File: config.mk
export PLATFORM = sky130hd
export DESIGN_NAME = egress_drain
export DESIGN_NICKNAME = d
export VERILOG_FILES = /design/src/rtl/egress_drain.sv
export SDC_FILE = /design/constraint.sdc
export NUM_CORES = 1
export LEC_CHECK = 0
export BUFFER_PORTS_ARGS = -buffer_cell sky130_fd_sc_hd__clkbuf_2
export CAP_MARGIN = 20
export CORE_MARGIN = 2
export CORE_UTILIZATION = 32
export CTS_BUF_LIST = sky130_fd_sc_hd__clkbuf_8
export DETAILED_ROUTE_END_ITERATION = 7
export GPL_TIMING_DRIVEN = 0
export PLACE_DENSITY = 0.6
export SLEW_MARGIN = 0
export SYNTH_ARGS = -nofsm -noshare
export SYNTH_HDL_FRONTEND = slang
export SYNTH_HIERARCHICAL = 1
export SYNTH_SLANG_ARGS = --single-unit
File: constraint.sdc
create_clock -name clk -period 5 [get_ports clk]
set_clock_uncertainty 0.15 [all_clocks]
set_input_delay 0.25 -clock clk [delete_from_list [all_inputs] [get_ports clk]]
set_output_delay 0.25 -clock clk [all_outputs]
set_load 0.01 [all_outputs]
File: src/rtl/egress_drain.sv
// ---------------------------------------------------------------------------
// egress_drain
//   Self-timed drain engine for the four egress FIFOs (fifo4..fifo7).
//   Round-robin picks a non-empty FIFO and pops one word from it. The word is
//   captured one cycle after the pop and presented on a valid/ready stream.
//   The engine also checks the word's dest field against its source port.
//
// Ports
//   clk, reset       clock / async active-low reset
//   enable           allow new reads (checked in IDLE only)
//   empty[3:0]       FIFO empty flags, bit k = port k
//   data_in0..3      FIFO read data, valid one cycle after pop
//   pop[3:0]         one-hot FIFO read enable (registered)
//   data_out/port_out/valid_out, ready_in   output stream
//   error_dest       sticky dest-vs-port mismatch flag
//   cnt_idx/cnt_out  per-port delivered word count, combinational read
// ---------------------------------------------------------------------------

// Per-port saturating delivered-word counter.
module egress_drain_cnt #(
    parameter int CONT_W = 8
) (
    input  logic              clk,
    input  logic              reset,
    input  logic              inc,
    output logic [CONT_W-1:0] cnt
);
    logic [CONT_W-1:0] cnt_q, cnt_d;

    always_comb begin
        cnt_d = cnt_q;
        if (inc && (cnt_q != {CONT_W{1'b1}}))
            cnt_d = cnt_q + CONT_W'(1);
    end

    always_ff @(posedge clk or negedge reset) begin
        if (!reset) cnt_q <= '0;
        else        cnt_q <= cnt_d;
    end

    assign cnt = cnt_q;
endmodule

module egress_drain #(
    parameter int TAMANO_DATOS = 12,
    parameter int CONT_W       = 8
) (
    input  logic                    clk,
    input  logic                    reset,
    input  logic                    enable,
    input  logic [3:0]              empty,
    input  logic [TAMANO_DATOS-1:0] data_in0,
    input  logic [TAMANO_DATOS-1:0] data_in1,
    input  logic [TAMANO_DATOS-1:0] data_in2,
    input  logic [TAMANO_DATOS-1:0] data_in3,
    output logic [3:0]              pop,
    output logic [TAMANO_DATOS-1:0] data_out,
    output logic [1:0]              port_out,
    output logic                    valid_out,
    input  logic                    ready_in,
    output logic                    error_dest,
    input  logic [1:0]              cnt_idx,
    output logic [CONT_W-1:0]       cnt_out
);
    typedef enum logic [1:0] {IDLE, POP, CAP, OUT} state_t;

    state_t                  state_q, state_d;
    logic [1:0]              rr_ptr_q, rr_ptr_d;
    logic [1:0]              sel_q, sel_d;
    logic [3:0]              pop_q, pop_d;
    logic [TAMANO_DATOS-1:0] data_q, data_d;
    logic [1:0]              port_q, port_d;
    logic                    valid_q, valid_d;
    logic                    err_q, err_d;

    logic [TAMANO_DATOS-1:0] din [4];
    logic [1:0]              pick;
    logic [1:0]              idx;
    logic                    inc;
    logic [3:0][CONT_W-1:0]  cnt_vec;

    assign din[0] = data_in0;
    assign din[1] = data_in1;
    assign din[2] = data_in2;
    assign din[3] = data_in3;

    // Round-robin pick: scan from rr_ptr downward in priority; iterating
    // from the far end lets the nearest non-empty port win the last write.
    always_comb begin
        pick = rr_ptr_q;
        idx  = rr_ptr_q;
        for (int i = 3; i >= 0; i--) begin
            idx = rr_ptr_q + 2'(i);
            if (!empty[idx]) pick = idx;
        end
    end

    always_comb begin
        state_d  = state_q;
        rr_ptr_d = rr_ptr_q;
        sel_d    = sel_q;
        pop_d    = '0;          // pop is a single-cycle pulse in POP only
        data_d   = data_q;
        port_d   = port_q;
        valid_d  = valid_q;
        err_d    = err_q;
        inc      = 1'b0;
        case (state_q)
            IDLE: begin
                if (enable && (empty != 4'b1111)) begin
                    sel_d   = pick;
                    pop_d   = 4'b0001 << pick;
                    state_d = POP;
                end
            end
            POP: state_d = CAP;
            CAP: begin
                data_d  = din[sel_q];
                port_d  = sel_q;
                valid_d = 1'b1;
                if (din[sel_q][9:8] != sel_q) err_d = 1'b1;
                state_d = OUT;
            end
            OUT: begin
                if (ready_in) begin
                    valid_d  = 1'b0;
                    inc      = 1'b1;
                    rr_ptr_d = sel_q + 2'd1;
                    state_d  = IDLE;
                end
            end
            default: state_d = IDLE;
        endcase
    end

    always_ff @(posedge clk or negedge reset) begin
        if (!reset) begin
            state_q  <= IDLE;
            rr_ptr_q <= '0;
            sel_q    <= '0;
            pop_q    <= '0;
            data_q   <= '0;
            port_q   <= '0;
            valid_q  <= 1'b0;
            err_q    <= 1'b0;
        end else begin
            state_q  <= state_d;
            rr_ptr_q <= rr_ptr_d;
            sel_q    <= sel_d;
            pop_q    <= pop_d;
            data_q   <= data_d;
            port_q   <= port_d;
            valid_q  <= valid_d;
            err_q    <= err_d;
        end
    end

    genvar k;
    generate
        for (k = 0; k < 4; k++) begin : g_cnt
            egress_drain_cnt #(.CONT_W(CONT_W)) u_cnt (
                .clk   (clk),
                .reset (reset),
                .inc   (inc && (sel_q == 2'(k))),
                .cnt   (cnt_vec[k])
            );
        end
    endgenerate

    assign pop        = pop_q;
    assign data_out   = data_q;
    assign port_out   = port_q;
    assign valid_out  = valid_q;
    assign error_dest = err_q;
    assign cnt_out    = cnt_vec[cnt_idx];
endmodule

==> results of run 1 <==
==> area by class of cell <==
type | instances | area, sq um | share of cell area (%)
buffer | 8 | 60.1 | 1.42
clock buffer | 11 | 151 | 3.57
clock inverter | 5 | 101 | 2.39
inverter | 10 | 37.5 | 0.886
multi-input combinational | 188 | 1840 | 43.3
sequential | 58 | 1450 | 34.3
tap | 136 | 170 | 4.02
timing repair buffer | 84 | 428 | 10.1
==> routing by layer <==
| metal | GRT usage (%) | vias up | wire (um) |
|---|---|---|---|
| li1 | - | 1227 | - |
| met1 | 17.9 | 1305 | 3470 |
| met2 | 23.2 | 86 | 3740 |
| met3 | 4.80 | 10 | 462 |
| met4 | 3.99 | 0 | 106 |
| met5 | 0 | - | 0 |
==> placed cells by master (no fill, tap or decap), types with 5 or more instances in the layout <==
cell type	netlist	routed
nand3_1	11	11
a31oi_1	9	9
nand2_1	10	10
inv_1	10	11
a41oi_1	8	8
a21oi_1	10	10
nor2_1	10	10
ha_1	11	11
o21ai_0	7	7
mux4_2	14	14
dfrtp_1	58	58
mux2_2	10	10
clkbuf_8	0	11
nand4_1	5	5
mux4_1	6	6
buf_2	5	5
clkbuf_2	0	82
mux2_4	10	10
==> worst min-delay path by stage <==
stage                           start                                end  slack, ns  cells past startpoint
6_report                     ready_in              valid_out$_DFFE_PN0P_       0.07                      2
5_1_grt                      ready_in              valid_out$_DFFE_PN0P_       0.08                      2
4_1_cts                      ready_in              valid_out$_DFFE_PN0P_       0.04                      2
3_5_place_dp                    reset  g_cnt[0].u_cnt/cnt[3]$_DFFE_PN0P_       0.28                      1
3_3_place_gp   error_dest$_DFFE_PN0P_             error_dest$_DFFE_PN0P_       0.30                      1
2_1_floorplan                   reset            data_out[0]$_DFFE_PN0P_      -0.20                      0
==> power breakdown <==
group	internal (uW)	switching, uW	total [uW]
sequential	604	124	728
combinational	390	331	720
clock	357	186	542
==> critical path: stages (launching register included) <==
cell and delay [ns]:
dfrtp_1 0.37, buf_2 0.24, buf_2 0.31, inv_1 0.10
ha_1 0.18, and3_1 0.25, and4_4 0.26, nand3_2 0.08
mux2_4 0.29
==> registers in the layout (all words and copies together), names as in the netlist <==
signal,cells
error_dest,1
pop,4
g_cnt.u_cnt/cnt,32
valid_out,1
rr_ptr_q,2
data_out,12
port_out,2
state_q,2
sel_q,2
==> stage by stage <==
stage	instances	util (%)
final	500	41.2
after global routing	500	41.2
after CTS	500	41.2
after detailed placement	483	38.7
after global placement	483	38.6
after floorplan	264	-
==> cells by family after synthesis <==
kind of cell,after synthesis,synth area share [%]
simple gates,64,11.6
compound gates,61,13.5
flops,58,42.9
mux,44,23.1
buf+inv,18,2.88
fa+ha+maj,11,4.07
xor+xnor,8,2.07
==> results.py, run 1 <==
metrics = {
    "global_routing": {
        "overflow": 0,
        "antenna_found_initial": 0,
        "grt_usage_pct": 14.2,
        "grt_max_degree": 59,
        "grt_pass1_wl_um": 12700,
        "grt_pass1_vias": 2689,
    },
    "finish": {
        "nFillCells": 1037,
        "num_antenna_cells": 0,
        "syn2layout_area_growth_pct": 25.1,
        "fin_nets": 428,
        "drive_gt1_share_pct": 43.7,
        "final_area_sq_mm": 0.00424,
    },
    "floorplan": {
        "start_util_pct": 32.9,
        "die_w_um": 107,
        "die_y_um": 107,
        "placementRows": 37,
        "ios": 86,
        "die-area_sq_mm": 0.0114,
        "coreArea_sq_mm": 0.0103,
    },
    "timing": {
        "worst_slew_pin_slew_ns": 0.809,
        "max-slew-margin-rel_pct": 46.0,
        "whs_ns": 0.0668,
        "fin_setup_tns_ns": 0,
        "rsz0062_at_grt": "no",
        "finalCriticalPeriod_ns": 2.35,
        "finalCritPeriodShare_pct": 47.1,
        "final_max_slew_viol_count": 0,
        "fmax_ghz": 0.425,
        "finalSetupViolations": 0,
        "setup_slack_ns": 2.65,
        "hold_viol": 0,
    },
    "placement": {
        "gp_congestion": 0.820,
        "post-place-ws_ns": 2.66,
        "placed_cell_area_sq_mm": 0.00397,
        "port_buffers": 83,
        "dp_hpwl_um": 5840,
    },
    "power": {
        "fin_total_pwr_uw": 1990,
        "ir_drop_uv": 189,
        "powerDensity_mw_per_mm2": 470,
        "p_leak_uw": 0.00194,
    },
    "synth": {
        "yosysSeqAreaShare_pct": 42.9,
        "synth.avg_cell_area_sq_um": 12.8,
        "yosys_warnings": 6,
        "synth_top_area_cell": "dfrtp_1",
        "synth.distinct_cells": 43,
        "ys.flop_type": "dfrtp_1",
        "synthesis.area_sq_mm": 0.00338,
        "ys_ff_latch": 58,
        "syn_nets": 333,
        "synth_edf_count": 0,
        "yosys.area.top_type_share_pct": 42.9,
        "async_flop_share_pct": 100,
        "synth_common_cells": "dfrtp_1 (58), mux4_2 (14), ha_1 (11), nand3_1 (11)",
        "yosysMostFrequentCell": "dfrtp_1",
        "synth_top_cells_by_area": "dfrtp_1 (43%), mux4_2 (9.3%), mux4_1 (4.7%)",
        "syn_inst": 264,
    },
    "setup_path": {
        "r2r_setup_slack_ns": 2.65,
        "worstSetupStartpointType": "flop",
        "crit_type": "reg -> reg",
        "worstSetupStartpoint": "sel_q[1]$_DFFE_PN0P_",
        "cp-end-kind": "flop",
        "endpoint": "g_cnt[1].u_cnt/cnt[5]$_DFFE_PN0P_",
        "cp_max_fo": 10,
        "worstRegToRegCells": 8,
        "cp.arrival_ns": 2.42,
        "required_ns": 5.07,
        "reg2reg_from": "sel_q[1]$_DFFE_PN0P_",
        "r2r-end": "g_cnt[1].u_cnt/cnt[5]$_DFFE_PN0P_",
    },
    "clock_tree": {
        "cts_tree": "built",
        "clk_path_buf_depth": 2,
        "cts_resized": 0,
        "clkLatencyLatePin_ns": 0.33,
        "cts_root_buffer": "clkbuf_8",
        "clock-sinks": 58,
        "cts_setup_buffers": 0,
        "hold_buffers": 1,
        "htree_levels": 3,
        "numCtsBuffers": 9,
        "clkTransAtPathRegs_ns": 0.07,
    },
    "routing": {
        "dr.pass1.iters": 4,
        "drc": 0,
        "postRouteWirelength_um": 7780,
        "final_antenna_net_count": 0,
        "viasPerCell": 5.26,
        "wl_per_cell_um": 15.6,
        "initialDrtViolationCount": 100,
        "vias": 2628,
    },
    "min_path": {
        "min_path_type": "in -> reg",
    },
    "run_status": {
        "status": "finished clean",
    },
    "flow_run": {
        "maxCapViolations": 0,
    },
}
(Power assumes the default switching activity.)
==> run 2, diff against run 1 <==
==> constraint.sdc (replaced) <==
create_clock -name clk -period 2.2 [get_ports clk]
set_clock_uncertainty 0.15 [all_clocks]
set_input_delay 0.11 -clock clk [delete_from_list [all_inputs] [get_ports clk]]
set_output_delay 0.11 -clock clk [all_outputs]
set_load 0.01 [all_outputs]
==> results.py, run 2 (synthesis gave the netlist of run 1 again) <==
metrics = {
    "run_status": {
        "status": "finished clean",
    },
    "routing": {
        "viasPerCell": 5.25,
        "postRouteWirelength_um": 7740,
        "dr.pass1.iters": 4,
        "vias": 2640,
        "drc": 0,
        "wl_per_cell_um": 15.4,
        "final_antenna_net_count": 0,
        "initialDrtViolationCount": 81,
    },
    "global_routing": {
        "grt_usage_pct": 14.2,
        "antenna_found_initial": 0,
        "grt_pass1_vias": 2693,
        "overflow": 0,
        "grt_pass1_wl_um": 12700,
        "grt_max_degree": 59,
    },
    "min_path": {
        "hold_depth": 3,
        "min_to": "data_out[11]$_DFFE_PN0P_",
        "min_path_type": "in -> reg",
        "min_from": "data_in0[11]",
    },
    "placement": {
        "port_buffers": 83,
        "dp_hpwl_um": 5840,
        "placed_cell_area_sq_mm": 0.00397,
        "post-place-ws_ns": -0.145,
        "gp_congestion": 0.820,
    },
    "floorplan": {
        "die_w_um": 107,
        "coreArea_sq_mm": 0.0103,
        "die_y_um": 107,
        "start_util_pct": 32.9,
        "die-area_sq_mm": 0.0114,
        "ios": 86,
        "placementRows": 37,
    },
    "setup_path": {
        "cp-end-kind": "flop",
        "r2r-end": "g_cnt[2].u_cnt/cnt[5]$_DFFE_PN0P_",
        "crit_family": "simple AND/OR/NAND/NOR gates",
        "cp_max_fo": 10,
        "crit_path_cell_trace": "buf_6, buf_12, inv_2, ha_1, and3_2, and4_4, nand3_2, mux2_4",
        "critPathBufInv": 3,
        "worstRegToRegCells": 8,
        "cp.arrival_ns": 2.20,
        "crit_type": "reg -> reg",
        "worstSetupStartpointType": "flop",
        "required_ns": 2.27,
        "reg2reg_from": "sel_q[0]$_DFFE_PN0P_",
        "r2r_setup_slack_ns": 0.06,
        "critPathMaxStageDelay_ns": 0.41,
        "cpMaxStageDelayCell": "dfrtp_1",
        "cp.depth": 8,
    },
    "power": {
        "p_leak_uw": 0.00195,
        "ir_drop_uv": 424,
        "powerDensity_mw_per_mm2": 1060,
    },
    "finish": {
        "nFillCells": 1039,
        "final_area_sq_mm": 0.00428,
        "final_common_cell": "clkbuf_2",
        "layout_common_cells": "clkbuf_2 (82), dfrtp_1 (58), mux4_2 (14)",
        "fin_nets": 431,
        "syn2layout_area_growth_pct": 26.4,
        "drive_gt1_share_pct": 44.7,
        "largest_reg_flops": 32,
        "num_antenna_cells": 0,
    },
    "timing": {
        "worst_slew_pin_slew_ns": 0.812,
        "fmax_ghz": 0.468,
        "finalCritPeriodShare_pct": 97.1,
        "max-slew-margin-rel_pct": 45.9,
        "finalCriticalPeriod_ns": 2.14,
        "final_max_slew_viol_count": 0,
        "rsz0062_at_grt": "no",
        "hold_viol": 0,
        "whs_ns": 0.0608,
        "setup_slack_ns": 0.0646,
        "finalSetupViolations": 0,
    },
    "flow_run": {
        "maxCapViolations": 0,
    },
    "clock_tree": {
        "cts_root_buffer": "clkbuf_8",
        "clkTransAtPathRegs_ns": 0.07,
        "clk_path_buf_depth": 2,
        "cts_tree": "built",
        "numCtsBuffers": 9,
        "htree_levels": 3,
        "clock-sinks": 58,
        "clkLatencyLatePin_ns": 0.33,
    },
}
run 2: cell types whose count changed in the layout (fill, tap and decap cells not counted), moves of 2 or more:
cell           previous run  this run
buf_4                     0         3
buf_2                     5         3
dlygate4sd3_1             1         3
and3_4                    4         6
and3_1                    4         1
run 2: metal layers:
layer  share of wire, %  track usage, %
met5                  0               0
met4                1.0            3.62
met3                6.6            4.68
met2                 48            23.4
met1                 44            18.0
run 2: timing repair:
action | CTS | global route
gates resized for setup | 6 | 2
endpoints found under the hold margin | 62 | 0
hold buffers | 3 | 0
pin swaps | 0 | 1
buffers inserted | 0 | 2
setup endpoints to repair | 7 | 4
run 2: final cells by class:
class	instances	area (sq um)	area share [%]
plain buffers	7	57.6	1.35
inverters	10	37.5	0.877
well taps	136	170	3.98
flip-flops and latches	58	1450	33.9
clock inverters	5	101	2.37
clock buffers	11	151	3.54
repair buffers	88	463	10.8
multi-input cells	188	1850	43.2
run 2: report_power, final:
group	internal, uW	switching (uW)
logic	895	745
clock network	810	424
registers	1370	282
run 2: worst max-delay path by stage:
stage	from	endpoint	slack, ns
after global placement	sel_q[1]$_DFFE_PN0P_	g_cnt[1].u_cnt/cnt[5]$_DFFE_PN0P_	-0.12
after CTS	sel_q[0]$_DFFE_PN0P_	g_cnt[2].u_cnt/cnt[5]$_DFFE_PN0P_	0.004
after floorplan	sel_q[1]$_DFFE_PN0P_	g_cnt[1].u_cnt/cnt[5]$_DFFE_PN0P_	0.16
after detailed placement	sel_q[1]$_DFFE_PN0P_	g_cnt[1].u_cnt/cnt[5]$_DFFE_PN0P_	-0.14
final	sel_q[0]$_DFFE_PN0P_	g_cnt[2].u_cnt/cnt[5]$_DFFE_PN0P_	0.06
after global routing	sel_q[0]$_DFFE_PN0P_	g_cnt[0].u_cnt/cnt[5]$_DFFE_PN0P_	0.02
run 2: per-stage QoR:
step	util (%)	power (uW)	cells	setup TNS, ns
final	41.6	4530	503	0
after detailed placement	38.7	3330	483	-0.381
after global routing	41.6	4850	503	0
after CTS	41.5	4610	502	0
after global placement	38.6	3260	483	-0.223
after floorplan	-	2770	264	0
run 2: worst reg2reg max path: stages (launching register included):
cell     delay (ns)
dfrtp_1        0.41
buf_6          0.16
buf_12         0.15
inv_2          0.09
ha_1           0.15
and3_2         0.24
and4_4         0.28
nand3_2        0.09
mux2_4         0.30
==> run 3, diff against run 2 <==
--- a/config.mk
+++ b/config.mk
@@ -5,7 +5,7 @@
 export SDC_FILE = /design/constraint.sdc
 export NUM_CORES = 1
 export LEC_CHECK = 0
-export BUFFER_PORTS_ARGS = -buffer_cell sky130_fd_sc_hd__clkbuf_2
+export BUFFER_PORTS_ARGS = -buffer_cell sky130_fd_sc_hd__buf_2
 export CAP_MARGIN = 20
 export CORE_MARGIN = 2
 export CORE_UTILIZATION = 32
==> results.py, run 3 (synthesis gave the netlist of run 1 again) <==
metrics = {
    "timing": {
        "finalCriticalPeriod_ns": 2.13,
        "max-slew-margin-rel_pct": 64.2,
        "hold_viol": 0,
        "finalCritPeriodShare_pct": 96.7,
        "whs_ns": 0.0573,
        "fmax_ghz": 0.470,
        "finalSetupViolations": 0,
        "worst_slew_pin_slew_ns": 0.538,
        "final_max_slew_viol_count": 0,
    },
    "clock_tree": {
        "clkLatencyLatePin_ns": 0.34,
        "cts_tree": "built",
        "clk_path_buf_depth": 2,
        "cts_root_buffer": "clkbuf_8",
        "numCtsBuffers": 9,
        "clkTransAtPathRegs_ns": 0.07,
        "htree_levels": 3,
        "clock-sinks": 58,
    },
    "finish": {
        "largest_reg_flops": 32,
        "syn2layout_area_growth_pct": 27.7,
        "drive_gt1_share_pct": 45.6,
        "fin_nets": 435,
        "final_cells": 507,
        "finish.utilization_pct": 42.1,
        "num_antenna_cells": 0,
        "final_common_cell": "buf_2",
        "layout_common_cells": "buf_2 (86), dfrtp_1 (58), mux4_2 (14)",
    },
    "routing": {
        "dr.pass1.iters": 4,
        "viasPerCell": 5.23,
        "final_antenna_net_count": 0,
        "postRouteWirelength_um": 7830,
        "wl_per_cell_um": 15.4,
        "vias": 2650,
        "initialDrtViolationCount": 75,
        "drc": 0,
    },
    "power": {
        "p_int_uw": 3100,
        "ir_drop_uv": 523,
        "p_clk_share_pct": 27.2,
        "p_leak_uw": 0.00197,
        "p_switching_uw": 1450,
        "powerDensity_mw_per_mm2": 1050,
        "comb_power_share_pct": 36.6,
        "p_sw_share_pct": 31.9,
        "seq_power_share_pct": 36.2,
    },
    "global_routing": {
        "grt_pass1_vias": 2655,
        "overflow": 0,
        "grt_pass1_wl_um": 12700,
        "antenna_found_initial": 0,
        "grt_max_degree": 38,
        "grt_usage_pct": 14.2,
    },
    "setup_path": {
        "crit_type": "reg -> reg",
        "cp-end-kind": "flop",
        "cp.arrival_ns": 2.20,
        "worstSetupStartpointType": "flop",
        "required_ns": 2.27,
        "cp_max_fo": 10,
    },
    "placement": {
        "port_buffers": 83,
        "gp_congestion": 0.815,
        "dp_cells": 484,
        "dp_hpwl_um": 5910,
    },
    "run_status": {
        "status": "finished clean",
    },
    "floorplan": {
        "start_util_pct": 32.9,
        "die_w_um": 107,
        "ios": 86,
        "die-area_sq_mm": 0.0114,
        "coreArea_sq_mm": 0.0103,
        "placementRows": 37,
        "die_y_um": 107,
    },
    "flow_run": {
        "maxCapViolations": 0,
    },
    "min_path": {
        "min_path_type": "in -> reg",
    },
}
run 3: cell types whose count changed in the layout (fill, tap and decap cells not counted):
| cell | change |
|---|---|
| inv_1 | -1 |
| clkinvlp_4 | -1 |
| buf_4 | +3 |
| buf_12 | +1 |
| and3_2 | -1 |
| clkinv_2 | +2 |
| clkbuf_2 | -82 |
| and3_4 | +1 |
| buf_2 | +83 |
| clkbuf_4 | -1 |
run 3: layout make-up:
| class | instances | area (sq um) |
|---|---|---|
| well taps | 136 | 170 |
| inverters | 10 | 37.5 |
| repair buffers | 92 | 503 |
| clock buffers | 11 | 151 |
| plain buffers | 7 | 57.6 |
| clock inverters | 5 | 100 |
| fillers | 989 | 5960 |
| flip-flops and latches | 58 | 1450 |
| multi-input cells | 188 | 1850 |
run 3: worst paths after layout:
| kind | depth (start not counted) | end | slack, ns | startpoint |
|---|---|---|---|---|
| max in group asynchronous | 3 | g_cnt[2].u_cnt/cnt[1]$_DFFE_PN0P_ | 1.17 | reset |
| min in group asynchronous | 2 | g_cnt[0].u_cnt/cnt[6]$_DFFE_PN0P_ | 0.13 | reset |
| setup / recovery | 8 | g_cnt[2].u_cnt/cnt[5]$_DFFE_PN0P_ | 0.07 | sel_q[0]$_DFFE_PN0P_ |
| hold reg to reg | 1 | error_dest$_DFFE_PN0P_ | 0.32 | error_dest$_DFFE_PN0P_ |
| hold / removal | 3 | data_out[0]$_DFFE_PN0P_ | 0.06 | data_in0[0] |
| setup reg to reg | 8 | g_cnt[2].u_cnt/cnt[5]$_DFFE_PN0P_ | 0.07 | sel_q[0]$_DFFE_PN0P_ |
run 3: metrics by stage:
step | power, uW | cell area [sq um] | setup WS [ns] | TNS (ns)
6_report | 4560 | 4320 | 0.0725 | 0
5_1_grt | 4860 | 4320 | -0.00316 | -0.00316
4_1_cts | 4610 | 4290 | 0.00212 | 0
3_5_place_dp | 3330 | 3990 | -0.157 | -0.470
3_3_place_gp | 3260 | 3970 | -0.119 | -0.211
2_1_floorplan | 2770 | 3380 | 0.157 | 0
run 3: routing by layer:
metal | track usage [%] | wire length, um | vias to the layer above
met1 | 17.5 | 3440 | 1314
li1 | - | - | 1248
met3 | 4.26 | 456 | 8
met4 | 5.19 | 88 | 0
met5 | 0 | 0 | -
met2 | 23.7 | 3850 | 80
run 3: what timing repair did:
action                                  4_1_cts  5_1_grt
setup buffers                                 0        5
gates resized for setup                       7        2
hold buffers                                  3        0
endpoints found under the setup margin        8        5
endpoints found under the hold margin        25        0
pin swaps                                     0        1
run 3: worst max-delay path: stages (launching register included):
cell and delay, ns:
dfrtp_1 0.41, buf_6 0.17, buf_12 0.15, inv_2 0.08
ha_1 0.17, and3_4 0.23, and4_4 0.27, nand3_2 0.08
mux2_4 0.30
run 3: power by group through the flow:
| stage | Clock, uW | Combinational (uW) | Sequential (uW) |
|---|---|---|---|
| after detailed placement | 0 | 1660 | 1670 |
| final | 1240 | 1670 | 1650 |
| after global routing | 1320 | 1840 | 1690 |
| after floorplan | 0 | 1100 | 1670 |
| after CTS | 1280 | 1690 | 1650 |
| after global placement | 0 | 1610 | 1650 |
